## src/rtl/clkdiv_ctrl.sv

```systemverilog
// -----------------------------------------------------------------------------
// clkdiv_ctrl
// Configuration sequencer for an integer clock divider. Ratio/enable change
// requests arrive over a valid/ready handshake and are range-checked. An
// accepted request reaches the divider only right after a falling edge of the
// divided clock. The divider counter is then at 0 or 1 when the new ratio lands,
// so the change cannot glitch or overrun the counter. After an enabled change,
// lock is reported once the divided clock has produced LOCK_EDGES rising edges.
//
// Optional feature macro: CLKDIV_CTRL_PERIOD_CHK_EN
//   When defined, SETTLE also measures each divided-clock period (rise to rise)
//   and requires it to equal 2*O_div_ratio reference cycles. A mismatch pulses
//   O_err and restarts the edge count. Eight mismatches in a row give up and
//   return to IDLE unlocked.
//
// Ports:
//   I_ref_clk    in   reference clock (also clocks the divider)
//   I_rst_n      in   asynchronous active-low reset
//   I_req_valid  in   request present
//   O_req_ready  out  request can be accepted (IDLE only)
//   I_req_ratio  in   requested division ratio [DIV_W]
//   I_req_en     in   requested divider enable
//   I_div_clk    in   divided clock fed back from the divider
//   O_div_ratio  out  ratio to the divider [DIV_W]
//   O_clk_en     out  enable to the divider
//   O_busy       out  waiting for an edge or settling
//   O_locked     out  divider running at the last applied configuration
//   O_err        out  one-cycle pulse: request rejected / period error
//   O_timeout    out  one-cycle pulse: apply forced by timeout
// -----------------------------------------------------------------------------
module clkdiv_ctrl #(
  parameter int DIV_W       = 32,
  parameter int MAX_RATIO   = 1024,
  parameter int RESET_RATIO = 2,
  parameter int LOCK_EDGES  = 4,
  parameter int TIMEOUT_CYC = 2*MAX_RATIO+4
) (
  input  logic             I_ref_clk,
  input  logic             I_rst_n,
  input  logic             I_req_valid,
  output logic             O_req_ready,
  input  logic [DIV_W-1:0] I_req_ratio,
  input  logic             I_req_en,
  input  logic             I_div_clk,
  output logic [DIV_W-1:0] O_div_ratio,
  output logic             O_clk_en,
  output logic             O_busy,
  output logic             O_locked,
  output logic             O_err,
  output logic             O_timeout
);

  localparam int WAIT_W = (TIMEOUT_CYC > 2) ? $clog2(TIMEOUT_CYC) : 1;
  localparam int EDGE_W = (LOCK_EDGES > 1) ? $clog2(LOCK_EDGES + 1) : 1;
  localparam logic [WAIT_W-1:0] WAIT_LAST = WAIT_W'(TIMEOUT_CYC - 1);
  localparam logic [EDGE_W-1:0] EDGE_LAST = EDGE_W'(LOCK_EDGES - 1);

  typedef enum logic [1:0] {
    ST_IDLE      = 2'd0,
    ST_WAIT_EDGE = 2'd1,
    ST_SETTLE    = 2'd2
  } state_t;

  state_t             state_r, state_s, stay_s;
  logic               div_d_r;
  logic               fall_s, rise_s, req_bad_s;
  logic [DIV_W-1:0]   cap_ratio_r, cap_ratio_s;
  logic               cap_en_r, cap_en_s;
  logic [DIV_W-1:0]   div_ratio_r, div_ratio_s;
  logic               clk_en_r, clk_en_s;
  logic               locked_r, locked_s;
  logic               err_r, err_s;
  logic               timeout_r, timeout_s;
  logic               ready_r, ready_s;
  logic               busy_r, busy_s;
  logic [WAIT_W-1:0]  wait_cnt_r, wait_cnt_s;
  logic [EDGE_W-1:0]  edge_cnt_r, edge_cnt_s, edge_cnt_c;
  logic               apply_s, apply_en_s;
  logic [DIV_W-1:0]   apply_ratio_s;

`ifdef CLKDIV_CTRL_PERIOD_CHK_EN
  localparam int PER_W = DIV_W + 2;
  logic [PER_W-1:0]   per_cnt_r, per_cnt_s, per_cnt_c;
  logic               per_on_r, per_on_s, per_on_c;
  logic [3:0]         miss_cnt_r, miss_cnt_s, miss_cnt_c;
`endif

  // Edge detection on the fed-back divided clock.
  assign fall_s = div_d_r & ~I_div_clk;
  assign rise_s = ~div_d_r & I_div_clk;

  // Ratio range check only matters when the request enables the divider.
  assign req_bad_s = I_req_en &&
                     ((I_req_ratio < DIV_W'(2)) || (I_req_ratio > DIV_W'(MAX_RATIO)));

  // Outputs are registered copies of the internal state.
  assign O_req_ready = ready_r;
  assign O_busy      = busy_r;
  assign O_div_ratio = div_ratio_r;
  assign O_clk_en    = clk_en_r;
  assign O_locked    = locked_r;
  assign O_err       = err_r;
  assign O_timeout   = timeout_r;

  // Next-state and next-output logic for the sequencer.
  always_comb begin
    stay_s        = state_r;
    cap_ratio_s   = cap_ratio_r;
    cap_en_s      = cap_en_r;
    locked_s      = locked_r;
    err_s         = 1'b0;
    timeout_s     = 1'b0;
    wait_cnt_s    = wait_cnt_r;
    edge_cnt_c    = edge_cnt_r;
    apply_s       = 1'b0;
    apply_ratio_s = cap_ratio_r;
    apply_en_s    = cap_en_r;
`ifdef CLKDIV_CTRL_PERIOD_CHK_EN
    per_cnt_c     = per_cnt_r;
    per_on_c      = per_on_r;
    miss_cnt_c    = miss_cnt_r;
`endif

    case (state_r)
      ST_IDLE: begin
        if (I_req_valid && ready_r) begin
          if (req_bad_s) begin
            err_s = 1'b1;
          end else begin
            locked_s    = 1'b0;
            cap_ratio_s = I_req_ratio;
            cap_en_s    = I_req_en;
            if (clk_en_r) begin
              // Divider running: hold the change until a falling edge.
              stay_s     = ST_WAIT_EDGE;
              wait_cnt_s = '0;
            end else begin
              // Divider stopped: nothing to glitch, apply right away.
              apply_s       = 1'b1;
              apply_ratio_s = I_req_ratio;
              apply_en_s    = I_req_en;
            end
          end
        end else begin
          stay_s = ST_IDLE;
        end
      end

      ST_WAIT_EDGE: begin
        // A fall in this cycle means the divider counter is at 0 now and will
        // be at 1 when the registered ratio arrives.
        if (fall_s || (wait_cnt_r == WAIT_LAST)) begin
          apply_s   = 1'b1;
          timeout_s = ~fall_s;
        end else begin
          wait_cnt_s = wait_cnt_r + WAIT_W'(1);
        end
      end

      ST_SETTLE: begin
`ifdef CLKDIV_CTRL_PERIOD_CHK_EN
        if (rise_s) begin
          per_on_c  = 1'b1;
          per_cnt_c = PER_W'(1);
          // The first rise only opens the measurement window.
          if (per_on_r && (per_cnt_r != {1'b0, div_ratio_r, 1'b0})) begin
            err_s      = 1'b1;
            edge_cnt_c = '0;
            if (miss_cnt_r == 4'd7) begin
              stay_s     = ST_IDLE;
              locked_s   = 1'b0;
              miss_cnt_c = 4'd0;
            end else begin
              miss_cnt_c = miss_cnt_r + 4'd1;
            end
          end else begin
            miss_cnt_c = 4'd0;
            if (edge_cnt_r == EDGE_LAST) begin
              locked_s = 1'b1;
              stay_s   = ST_IDLE;
            end else begin
              edge_cnt_c = edge_cnt_r + EDGE_W'(1);
            end
          end
        end else begin
          // Saturate so a stalled divided clock cannot wrap into a false match.
          if (per_cnt_r != {PER_W{1'b1}}) begin
            per_cnt_c = per_cnt_r + PER_W'(1);
          end else begin
            per_cnt_c = per_cnt_r;
          end
        end
`else
        if (rise_s) begin
          if (edge_cnt_r == EDGE_LAST) begin
            locked_s = 1'b1;
            stay_s   = ST_IDLE;
          end else begin
            edge_cnt_c = edge_cnt_r + EDGE_W'(1);
          end
        end else begin
          edge_cnt_c = edge_cnt_r;
        end
`endif
      end

      default: begin
        stay_s = ST_IDLE;
      end
    endcase

    // Applying a configuration lands the new ratio/enable and enters SETTLE
    // (enabled) or IDLE (stopped) with a fresh edge count.
    if (apply_s) begin
      state_s = apply_en_s ? ST_SETTLE : ST_IDLE;
    end else begin
      state_s = stay_s;
    end
    div_ratio_s = apply_s ? apply_ratio_s : div_ratio_r;
    clk_en_s    = apply_s ? apply_en_s    : clk_en_r;
    edge_cnt_s  = apply_s ? '0            : edge_cnt_c;
`ifdef CLKDIV_CTRL_PERIOD_CHK_EN
    per_cnt_s   = apply_s ? '0   : per_cnt_c;
    per_on_s    = apply_s ? 1'b0 : per_on_c;
    miss_cnt_s  = apply_s ? 4'd0 : miss_cnt_c;
`endif
    ready_s = (state_s == ST_IDLE);
    busy_s  = (state_s != ST_IDLE);
  end

  // State, configuration and output registers.
  always_ff @(posedge I_ref_clk or negedge I_rst_n) begin
    if (!I_rst_n) begin
      state_r     <= ST_IDLE;
      div_d_r     <= 1'b0;
      cap_ratio_r <= DIV_W'(RESET_RATIO);
      cap_en_r    <= 1'b0;
      div_ratio_r <= DIV_W'(RESET_RATIO);
      clk_en_r    <= 1'b0;
      locked_r    <= 1'b0;
      err_r       <= 1'b0;
      timeout_r   <= 1'b0;
      ready_r     <= 1'b1;
      busy_r      <= 1'b0;
      wait_cnt_r  <= '0;
      edge_cnt_r  <= '0;
    end else begin
      state_r     <= state_s;
      div_d_r     <= I_div_clk;
      cap_ratio_r <= cap_ratio_s;
      cap_en_r    <= cap_en_s;
      div_ratio_r <= div_ratio_s;
      clk_en_r    <= clk_en_s;
      locked_r    <= locked_s;
      err_r       <= err_s;
      timeout_r   <= timeout_s;
      ready_r     <= ready_s;
      busy_r      <= busy_s;
      wait_cnt_r  <= wait_cnt_s;
      edge_cnt_r  <= edge_cnt_s;
    end
  end

`ifdef CLKDIV_CTRL_PERIOD_CHK_EN
  // Period measurement registers.
  always_ff @(posedge I_ref_clk or negedge I_rst_n) begin
    if (!I_rst_n) begin
      per_cnt_r  <= '0;
      per_on_r   <= 1'b0;
      miss_cnt_r <= 4'd0;
    end else begin
      per_cnt_r  <= per_cnt_s;
      per_on_r   <= per_on_s;
      miss_cnt_r <= miss_cnt_s;
    end
  end
`endif

endmodule

```

## config.mk

```make
export PLATFORM = sky130hd
export DESIGN_NAME = clkdiv_ctrl
export DESIGN_NICKNAME = d
export VERILOG_FILES = /design/src/rtl/clkdiv_ctrl.sv
export SDC_FILE = /design/constraint.sdc
export NUM_CORES = 1
export LEC_CHECK = 0
export CORE_MARGIN = 2
export CORE_UTILIZATION = 50
export CTS_CLUSTER_SIZE = 20
export DETAILED_ROUTE_END_ITERATION = 6
export HOLD_SLACK_MARGIN = 0.15
export PLACE_DENSITY = 0.75
export SLEW_MARGIN = 40
export SYNTH_ARGS = -nofsm -noshare
export SYNTH_HDL_FRONTEND = slang
export SYNTH_SLANG_ARGS = --single-unit
```

## constraint.sdc

```tcl
create_clock -name I_ref_clk -period 2.8 [get_ports I_ref_clk]
set_clock_uncertainty 0.2 [all_clocks]
set_input_delay 0.7 -clock I_ref_clk [delete_from_list [all_inputs] [get_ports I_ref_clk]]
set_output_delay 0.7 -clock I_ref_clk [all_outputs]
set_load 0.01 [all_outputs]
```

==> qor.log, run 1 <==
qor: grt.first_global_vias 3,408
qor: synthesis.dominantRegCellSynth sky130_fd_sc_hd__dfrtp_1
qor: finish.diodes_inserted 0
qor: timing.setup_viol 0
qor: finish.num-fill-cells 547
qor: timing.period_minus_slack 2724 ps
qor: clock_network.cts.root.buffer_cell sky130_fd_sc_hd__clkbuf_8
qor: setup_path.cp-end-kind register
qor: min_path.hp-class reg2reg
qor: synthesis.mappedNetlistNets 432
qor: synthesis.synth_top_family_by_area simple AND/OR/NAND/NOR gates
qor: routing.routedWlPerCell 17.47 um
qor: finish.seqCellArea 2231 sq um
qor: timing.finalMaxSlewViolations 0
qor: routing.num_vias 3,494
qor: setup_path.crit_path_max_fanout 7
qor: routing.drc 0
qor: setup_path.setup.worst_path.class in2reg
qor: place.place.gp.congestion 0.9001
qor: die.die_height 94.42 um
qor: finish.areaGrowthSynthToFinish 41.11%
qor: setup_path.critPathArrivalTime 2810 ps
qor: clock_network.cts-buffers-inserted 9
qor: setup_path.cp_slowest_cell sky130_fd_sc_hd__a211o_4
qor: synthesis.ys_top_cells_by_count sky130_fd_sc_hd__dfrtp_1, sky130_fd_sc_hd__nand2_1, sky130_fd_sc_hd__nor2_1
qor: grt.globalRouteOverflowTotal 0
qor: clock_network.clock_sinks 89
qor: synthesis.synthArstFlopShare 100.0%
qor: grt.pin_count_of_the_biggest_net_entering_global_routing 57
qor: die.io_pins 75
qor: timing.slew_headroom 70.15%
qor: grt.global_route_wire_length_before_repair 16,880 um
qor: setup_path.critPathBufInv 5
qor: finish.drive_above_1_share 24.81%
qor: synthesis.synthCells 392
qor: place.placed_area 5315 sq um
qor: setup_path.most_frequent_cp_cell sky130_fd_sc_hd__buf_6
qor: synthesis.netlist_area 4088 sq um
qor: die.effective_utilization_at_floorplan 52.36%
qor: clock_network.tritoncts_clock_tree built
qor: synthesis.synth_edf_count 0
qor: clock_network.clock_path_buffers 2
qor: synthesis.synth.avg_cell_area 10.43 sq um
qor: finish.multi_input_gate_area 1832 sq um
qor: clock_network.clk_latency 360 ps
qor: die.die_width 94.42 um
qor: routing.viasPerCell 5.617
qor: place.hpwlAfterDp 6881 um
qor: grt.grt_util_all_layers 24.63%
qor: setup_path.critical_path.cell_chain dlygate4sd2_1, nor3_2, buf_4, nand4_1, buf_6, a211o_4, buf_6, a21oi_4, clkbuf_16, nand2_1, a31oi_1
qor: clock_network.cts-htree-levels 3
qor: routing.detail-route-antenna-nets 0
qor: setup_path.kind_of_cell_adding_the_most_delay_to_the_critical_path buffers and inverters
qor: synthesis.synth-warning-count 0
qor: synthesis.top_count_cell_post_synth sky130_fd_sc_hd__dfrtp_1
qor: synthesis.area_share_of_fa_ha_maj_cells_after_synthesis 0.9183%
qor: synthesis.seq_area_frac_synth 54.58%
qor: run_status.run_status finished, final reports clean
qor: routing.drt_pass1_iterations 5
qor: setup_path.crit_path_start_kind input pin
qor: finish.final_nets 555
qor: power.power_leakage 0.002541 uW
qor: routing.drt_iter0_markers 162
qor: timing.hold_viol 0
qor: setup_path.cp_slowest_stage_delay 330 ps
qor: timing.max_freq 0.3671 GHz
qor: grt.antenna_found_initial 0
qor: finish.finished_cell_area 5768 sq um
qor: setup_path.worst-endpoint-required 2880 ps
qor: timing.layout_setup_ws 76.15 ps
qor: timing.max_slew.worst_pin.slew 447.8 ps
qor: power.vdd.ir_drop.worst 470.6 uV
qor: place.port-buffer-count 74
qor: synthesis.leading_area_contributor_after_synthesis sky130_fd_sc_hd__dfrtp_1
qor: place.dp_slack -542.4 ps
qor: synthesis.netlist.area_leader.share 52.65%
qor: routing.postRouteWirelength 10,870 um
qor: synthesis.biggest_area_contributors_in_the_synthesized_netlist sky130_fd_sc_hd__dfrtp_1, sky130_fd_sc_hd__mux2_2, sky130_fd_sc_hd__nand2_1, sky130_fd_sc_hd__a31oi_1, sky130_fd_sc_hd__nor2_1
qor: synthesis.synth-compound-area-share 12.73%
qor: run.max_cap_viol_count 0
qor: die.core-area 7807 sq um
qor: synthesis.portion_of_netlist_area_occupied_by_mux_cells 10.13%
qor: synthesis.synth-xor-area-share 1.071%
qor: die.floorplan.rows 32
qor: clock_network.clock_transition_time_at_the_flip_flop_clock_pins_of_the_worst_setup_and_hold_paths 90 ps
qor: timing.crit_share_post_route 97.28%
qor: synthesis.synth_simple_gate_area_share 17.69%
qor: synthesis.synth.ff_latch_count 89
qor: power.power.density 869.0 nW/um^2
qor: synthesis.synth.distinct_cells 51
qor: die.die_area 8914 sq um
-- placed cells by master, fill, tap and decap left out, drive strengths merged, types with 3 or more instances in the layout --
cell / netlist / routed
nor3: 4 / 4
clkbuf: 8 / 12
o2111ai: 3 / 3
buf: 12 / 56
nand3: 5 / 5
or3: 4 / 4
nor2b: 4 / 4
o21ai: 5 / 5
clkinv: 0 / 3
inv: 6 / 7
a21o: 3 / 3
clkdlybuf4s50: 0 / 46
xor2: 3 / 3
dfstp: 3 / 3
dfrtp: 86 / 86
dlygate4sd2: 0 / 16
a21oi: 13 / 13
nor4: 6 / 6
nor2: 50 / 50
ha: 3 / 3
o31ai: 4 / 4
nand2: 70 / 70
mux2: 35 / 35
a31oi: 31 / 31
dlymetal6s2s: 0 / 11
-- timing repair --
action,4_1_cts,5_1_grt
cloned,2,3
setup endpoints to repair,82,75
endpoints found under the hold margin,30,0
setup buffers,2,0
gates resized for setup,24,21
hold buffers,1,0
pin swaps,12,21
-- registers in the layout (all words and copies together) (netlist names) --
name         count
O_clk_en         1
O_locked         1
cap_ratio_r     32
O_req_ready      1
cap_en_r         1
O_busy           1
O_div_ratio     32
state_r          2
O_err            1
wait_cnt_r      12
div_d_r          1
O_timeout        1
edge_cnt_r       3
-- per-layer routing --
metal / global-route usage [%] / share of wire, % / vias to the layer above / wire length, um
li1: - / - / 1632 / -
met1: 33.83 / 44 / 1728 / 4762
met2: 40.18 / 49 / 120 / 5349
met3: 5.427 / 5.9 / 14 / 639
met4: 6.280 / 1.0 / 0 / 114
met5: 0 / 0 / - / 0
-- worst paths after layout --
check                                startpoint         endpoint  slack, ps  cells after the start
worst max-delay path            I_req_ratio[13]  O_div_ratio[29]         80                     11
worst min-delay path            cap_ratio_r[21]  cap_ratio_r[21]        300                      1
worst max register to register    wait_cnt_r[0]  O_div_ratio[12]        190                      9
worst min register to register  cap_ratio_r[21]  cap_ratio_r[21]        300                      1
max in group asynchronous               I_rst_n  O_div_ratio[27]       1140                      3
min in group asynchronous               I_rst_n   O_div_ratio[2]        610                      2
-- cell families (layout without fill, tap and decap cells) --
family / count (synthesis) / after routing
flops: 89 / 89
mux: 37 / 37
simple gates: 158 / 158
xor+xnor: 5 / 5
compound gates: 74 / 74
fa+ha+maj: 3 / 3
buf+inv: 26 / 154
-- where the power goes --
part           total, uW  internal (uW)  switching, uW
Combinational       1960           1080            879
Clock                923            439            485
Sequential          2130           1820            312
Total               5010           3340           1680
-- metrics by stage --
stage               hold WS, ps  cells  TNS [ps]  power (uW)  util (%)
global route              321.7    622    -2.408        5297     73.88
floorplan                 204.4    392         0        3026         -
detailed placement        279.9    598    -39350        3954     68.08
CTS                       301.1    619         0        4943     72.02
global placement          267.0    598    -39380        3856     68.08
finish                    297.4    622         0        5012     73.88
-- worst reg2reg max path: stages, from the launching register on --
cell and delay, ps:
sky130_fd_sc_hd__dfrtp_1 390, sky130_fd_sc_hd__ha_1 210, sky130_fd_sc_hd__or4b_1 480, sky130_fd_sc_hd__o31ai_2 230, sky130_fd_sc_hd__buf_4 190, sky130_fd_sc_hd__a21oi_1 100
sky130_fd_sc_hd__a21oi_4 270, sky130_fd_sc_hd__buf_12 210, sky130_fd_sc_hd__nor2_1 90, sky130_fd_sc_hd__a31oi_2 160
-- layout make-up --
| cell class | count | share of cell area [%] |
|---|---|---|
| clock buffers | 10 | 2.386 |
| clock inverters | 6 | 1.128 |
| inverters | 6 | 0.3905 |
| multi-input cells | 277 | 31.76 |
| flip-flops and latches | 89 | 38.68 |
| well taps | 102 | 2.213 |
| repair buffers | 132 | 23.45 |
Power figures use the tool's default switching activity.
==> inputs of run 2 (changes only) <==
==> constraint.sdc (replaced) <==
create_clock -name I_ref_clk -period 2.8 [get_ports I_ref_clk]
set_clock_uncertainty 0.2 [all_clocks]
set_input_delay 0.56 -clock I_ref_clk [delete_from_list [all_inputs] [get_ports I_ref_clk]]
set_output_delay 0.56 -clock I_ref_clk [all_outputs]
set_load 0.01 [all_outputs]
==> qor.log, run 2 (synthesis results as in run 1) <==
qor: run_status.run_status finished, final reports clean
qor: setup_path.kind_of_cell_adding_the_most_delay_to_the_critical_path compound AO/OA/AOI/OAI gates
qor: clock_network.clock_path_buffers 2 [unchanged]
qor: clock_network.cts-htree-levels 3 [unchanged]
qor: routing.num_vias 3,464 [-0.86%]
qor: clock_network.tritoncts_clock_tree built
qor: finish.layout.cells.non_filler 622 [unchanged]
qor: clock_network.clock_sinks 89 [unchanged]
qor: routing.detail-route-antenna-nets 0 [unchanged]
qor: setup_path.cp_slowest_stage_delay 570 ps [+240 ps]
qor: power.comb_power_share 39.7% [+0.6 points]
qor: run.max_cap_viol_count 0 [unchanged]
qor: die.die_area 8914 sq um [unchanged]
qor: setup_path.critPathBufInv 2 [-3]
qor: grt.grt_util_all_layers 23.19% [-1.4 points]
qor: timing.period_minus_slack 2763 ps [+38.93 ps]
qor: min_path.hp-class reg2reg
qor: timing.max_slew.worst_pin.slew 548.2 ps [+100.4 ps]
qor: routing.drt_pass1_iterations 4 [-1]
qor: place.port-buffer-count 74 [unchanged]
qor: finish.drive_above_1_share 23.65% [-1.2 points]
qor: power.power_leakage 0.002391 uW [-5.9%]
qor: power.netSwitchingFraction 33.57% [+0.15 points]
qor: power.pwr-share-clk 16.5% [-1.9 points]
qor: timing.max_freq 0.3620 GHz [-1.4%]
qor: setup_path.cp-end-kind register
qor: power.switching_power 1623 uW [-3.1%]
qor: finish.areaGrowthSynthToFinish 38.72%
qor: timing.slew_headroom 63.45% [-6.7 points]
qor: power.power.density 852.5 nW/um^2 [-1.9%]
qor: grt.pin_count_of_the_biggest_net_entering_global_routing 50 [-12%]
qor: clock_network.clk_latency 350 ps [about the same]
qor: place.place.gp.congestion 0.8765 [-2.6%]
qor: routing.drt_iter0_markers 148 [-8.6%]
qor: timing.timing.hold.ws 290.5 ps [-6.833 ps]
qor: timing.hold_viol 0 [unchanged]
qor: routing.drc 0 [unchanged]
qor: die.core-area 7807 sq um [unchanged]
qor: routing.routedWlPerCell 17.07 um [-2.3%]
qor: finish.final_nets 555 [unchanged]
qor: finish.diodes_inserted 0 [unchanged]
qor: setup_path.crit_path_start_kind input pin
qor: die.die_width 94.42 um [unchanged]
qor: timing.unrepaired_setup_endpoints_after_global_routing true
qor: grt.first_global_vias 3,491 [+2.4%]
qor: finish.num-fill-cells 564 [+3.1%]
qor: grt.global_route_wire_length_before_repair 16,240 um [-3.8%]
qor: grt.globalRouteOverflowTotal 0 [unchanged]
qor: clock_network.cts.root.buffer_cell sky130_fd_sc_hd__clkbuf_8
qor: die.io_pins 75 [unchanged]
qor: clock_network.cts-buffers-inserted 9 [unchanged]
qor: timing.finalMaxSlewViolations 0 [unchanged]
qor: power.cell_internal_pwr 3211 uW [-3.8%]
qor: setup_path.setup.worst_path.class in2reg
qor: setup_path.cp_slowest_cell sky130_fd_sc_hd__clkdlybuf4s50_1
qor: setup_path.worst-endpoint-required 2880 ps [about the same]
qor: routing.viasPerCell 5.569 [-0.86%]
qor: die.effective_utilization_at_floorplan 52.36% [unchanged]
qor: setup_path.critPathArrivalTime 2840 ps [+30 ps]
qor: die.floorplan.rows 32 [unchanged]
qor: finish.most-common-layout-cells sky130_fd_sc_hd__dfrtp_1, sky130_fd_sc_hd__clkdlybuf4s50_1, sky130_fd_sc_hd__nand2_1, sky130_fd_sc_hd__nor2_1, sky130_fd_sc_hd__buf_4
qor: place.hpwlAfterDp 7023 um [+2.1%]
qor: power.seq_power_share 43.9% [+1.4 points]
qor: timing.finalSetupTns 0 ps [unchanged]
qor: power.vdd.ir_drop.worst 426.3 uV [-9.4%]
qor: timing.crit_share_post_route 98.67% [+1.4 points]
qor: timing.setup_viol 0 [unchanged]
qor: routing.postRouteWirelength 10,620 um [-2.3%]
qor: clock_network.clock_transition_time_at_the_flip_flop_clock_pins_of_the_worst_setup_and_hold_paths 100 ps [about the same]
qor: grt.antenna_found_initial 0 [unchanged]
qor: setup_path.crit_path_max_fanout 4 [-3]
qor: finish.leading_cell_type_in_the_layout_fill_and_taps_excluded sky130_fd_sc_hd__dfrtp_1
qor: place.cell_count_after_placement 598 [unchanged]
qor: setup_path.critical_path.cell_chain clkdlybuf4s50_1, nor3_2, a31o_2, buf_4, a2111oi_4, o211ai_2, or4_1, a21oi_1
qor: die.die_height 94.42 um [unchanged]
## run 2: cell types whose count changed in the layout (fill, tap and decap cells not counted), moves of 2 or more
cell                              delta
sky130_fd_sc_hd__dlymetal6s2s_1      -9
sky130_fd_sc_hd__buf_4               +4
sky130_fd_sc_hd__clkinv_2            -2
sky130_fd_sc_hd__buf_6               -2
sky130_fd_sc_hd__clkinvlp_4          +2
sky130_fd_sc_hd__buf_16              -2
sky130_fd_sc_hd__nor4_1              +2
sky130_fd_sc_hd__clkbuf_1            +2
sky130_fd_sc_hd__clkdlybuf4s50_1    +25
sky130_fd_sc_hd__nor4_2              -2
sky130_fd_sc_hd__dlygate4sd2_1      -16
## run 2: worst paths after layout
path | from | endpoint | slack, ps | cells after the start
min | cap_ratio_r[1] | O_div_ratio[1] | 290 | 2
max reg2reg | wait_cnt_r[0] | O_div_ratio[15] | 210 | 10
min reg2reg | cap_ratio_r[1] | O_div_ratio[1] | 290 | 2
min in group asynchronous | I_rst_n | cap_ratio_r[2] | 530 | 2
max | I_req_ratio[8] | wait_cnt_r[2] | 40 | 8
max in group asynchronous | I_rst_n | O_div_ratio[22] | 1210 | 3
## run 2: what timing repair did
item | 4_1_cts | 5_1_grt
endpoints found under the setup margin | 2 | 79
hold buffers | 1 | 0
resized for setup | 1 | 10
buffers inserted | 0 | 4
gates cloned | 0 | 3
pin swaps | 0 | 7
hold endpoints to repair | 37 | 0
## run 2: power groups by stage
stage / clock network [uW] / registers (uW) / logic [uW]
6_report: 796 / 2120 / 1920
5_1_grt: 860 / 2190 / 2100
4_1_cts: 800 / 2110 / 1840
3_5_place_dp: 0 / 2140 / 1830
3_3_place_gp: 0 / 2110 / 1760
2_1_floorplan: 0 / 2190 / 836
## run 2: layout make-up
type                    instances  area (sq um)  area share, %
flip-flops and latches         89          2231          39.34
repair buffers                132          1313          23.15
multi-input cells             277          1805          31.84
clock buffers                  11         131.4          2.317
inverters                       6         22.52         0.3972
well taps                     102         127.6          2.251
clock inverters                 5         40.04         0.7061
## run 2: tightest hold or removal path, delay by kind of cell (launching register included)
| family | cells | cell delay (ps) |
|---|---|---|
| AO/OA/AOI/OAI | 1 | 70 |
| flip-flops | 1 | 380 |
| AND/OR/NAND/NOR | 1 | 50 |
## run 2: metal layers
layer	vias to the layer above	global-route usage (%)	share of wire, %
li1	1630	-	-
met1	1717	31.28	43
met2	103	39.46	50
met3	14	3.671	4.9
met4	0	6.039	1.1
met5	-	0	0
## run 2: metrics by stage
step	util, %	worst slack (ps)	power [uW]	instance area, sq um
after floorplan	-	179.7	3026	4088
after global placement	68.24	-373.0	3872	5328
after detailed placement	68.24	-356.7	3971	5328
after CTS	70.63	2.924	4751	5514
after global routing	72.63	-61.60	5149	5670
final	72.63	37.23	4834	5670
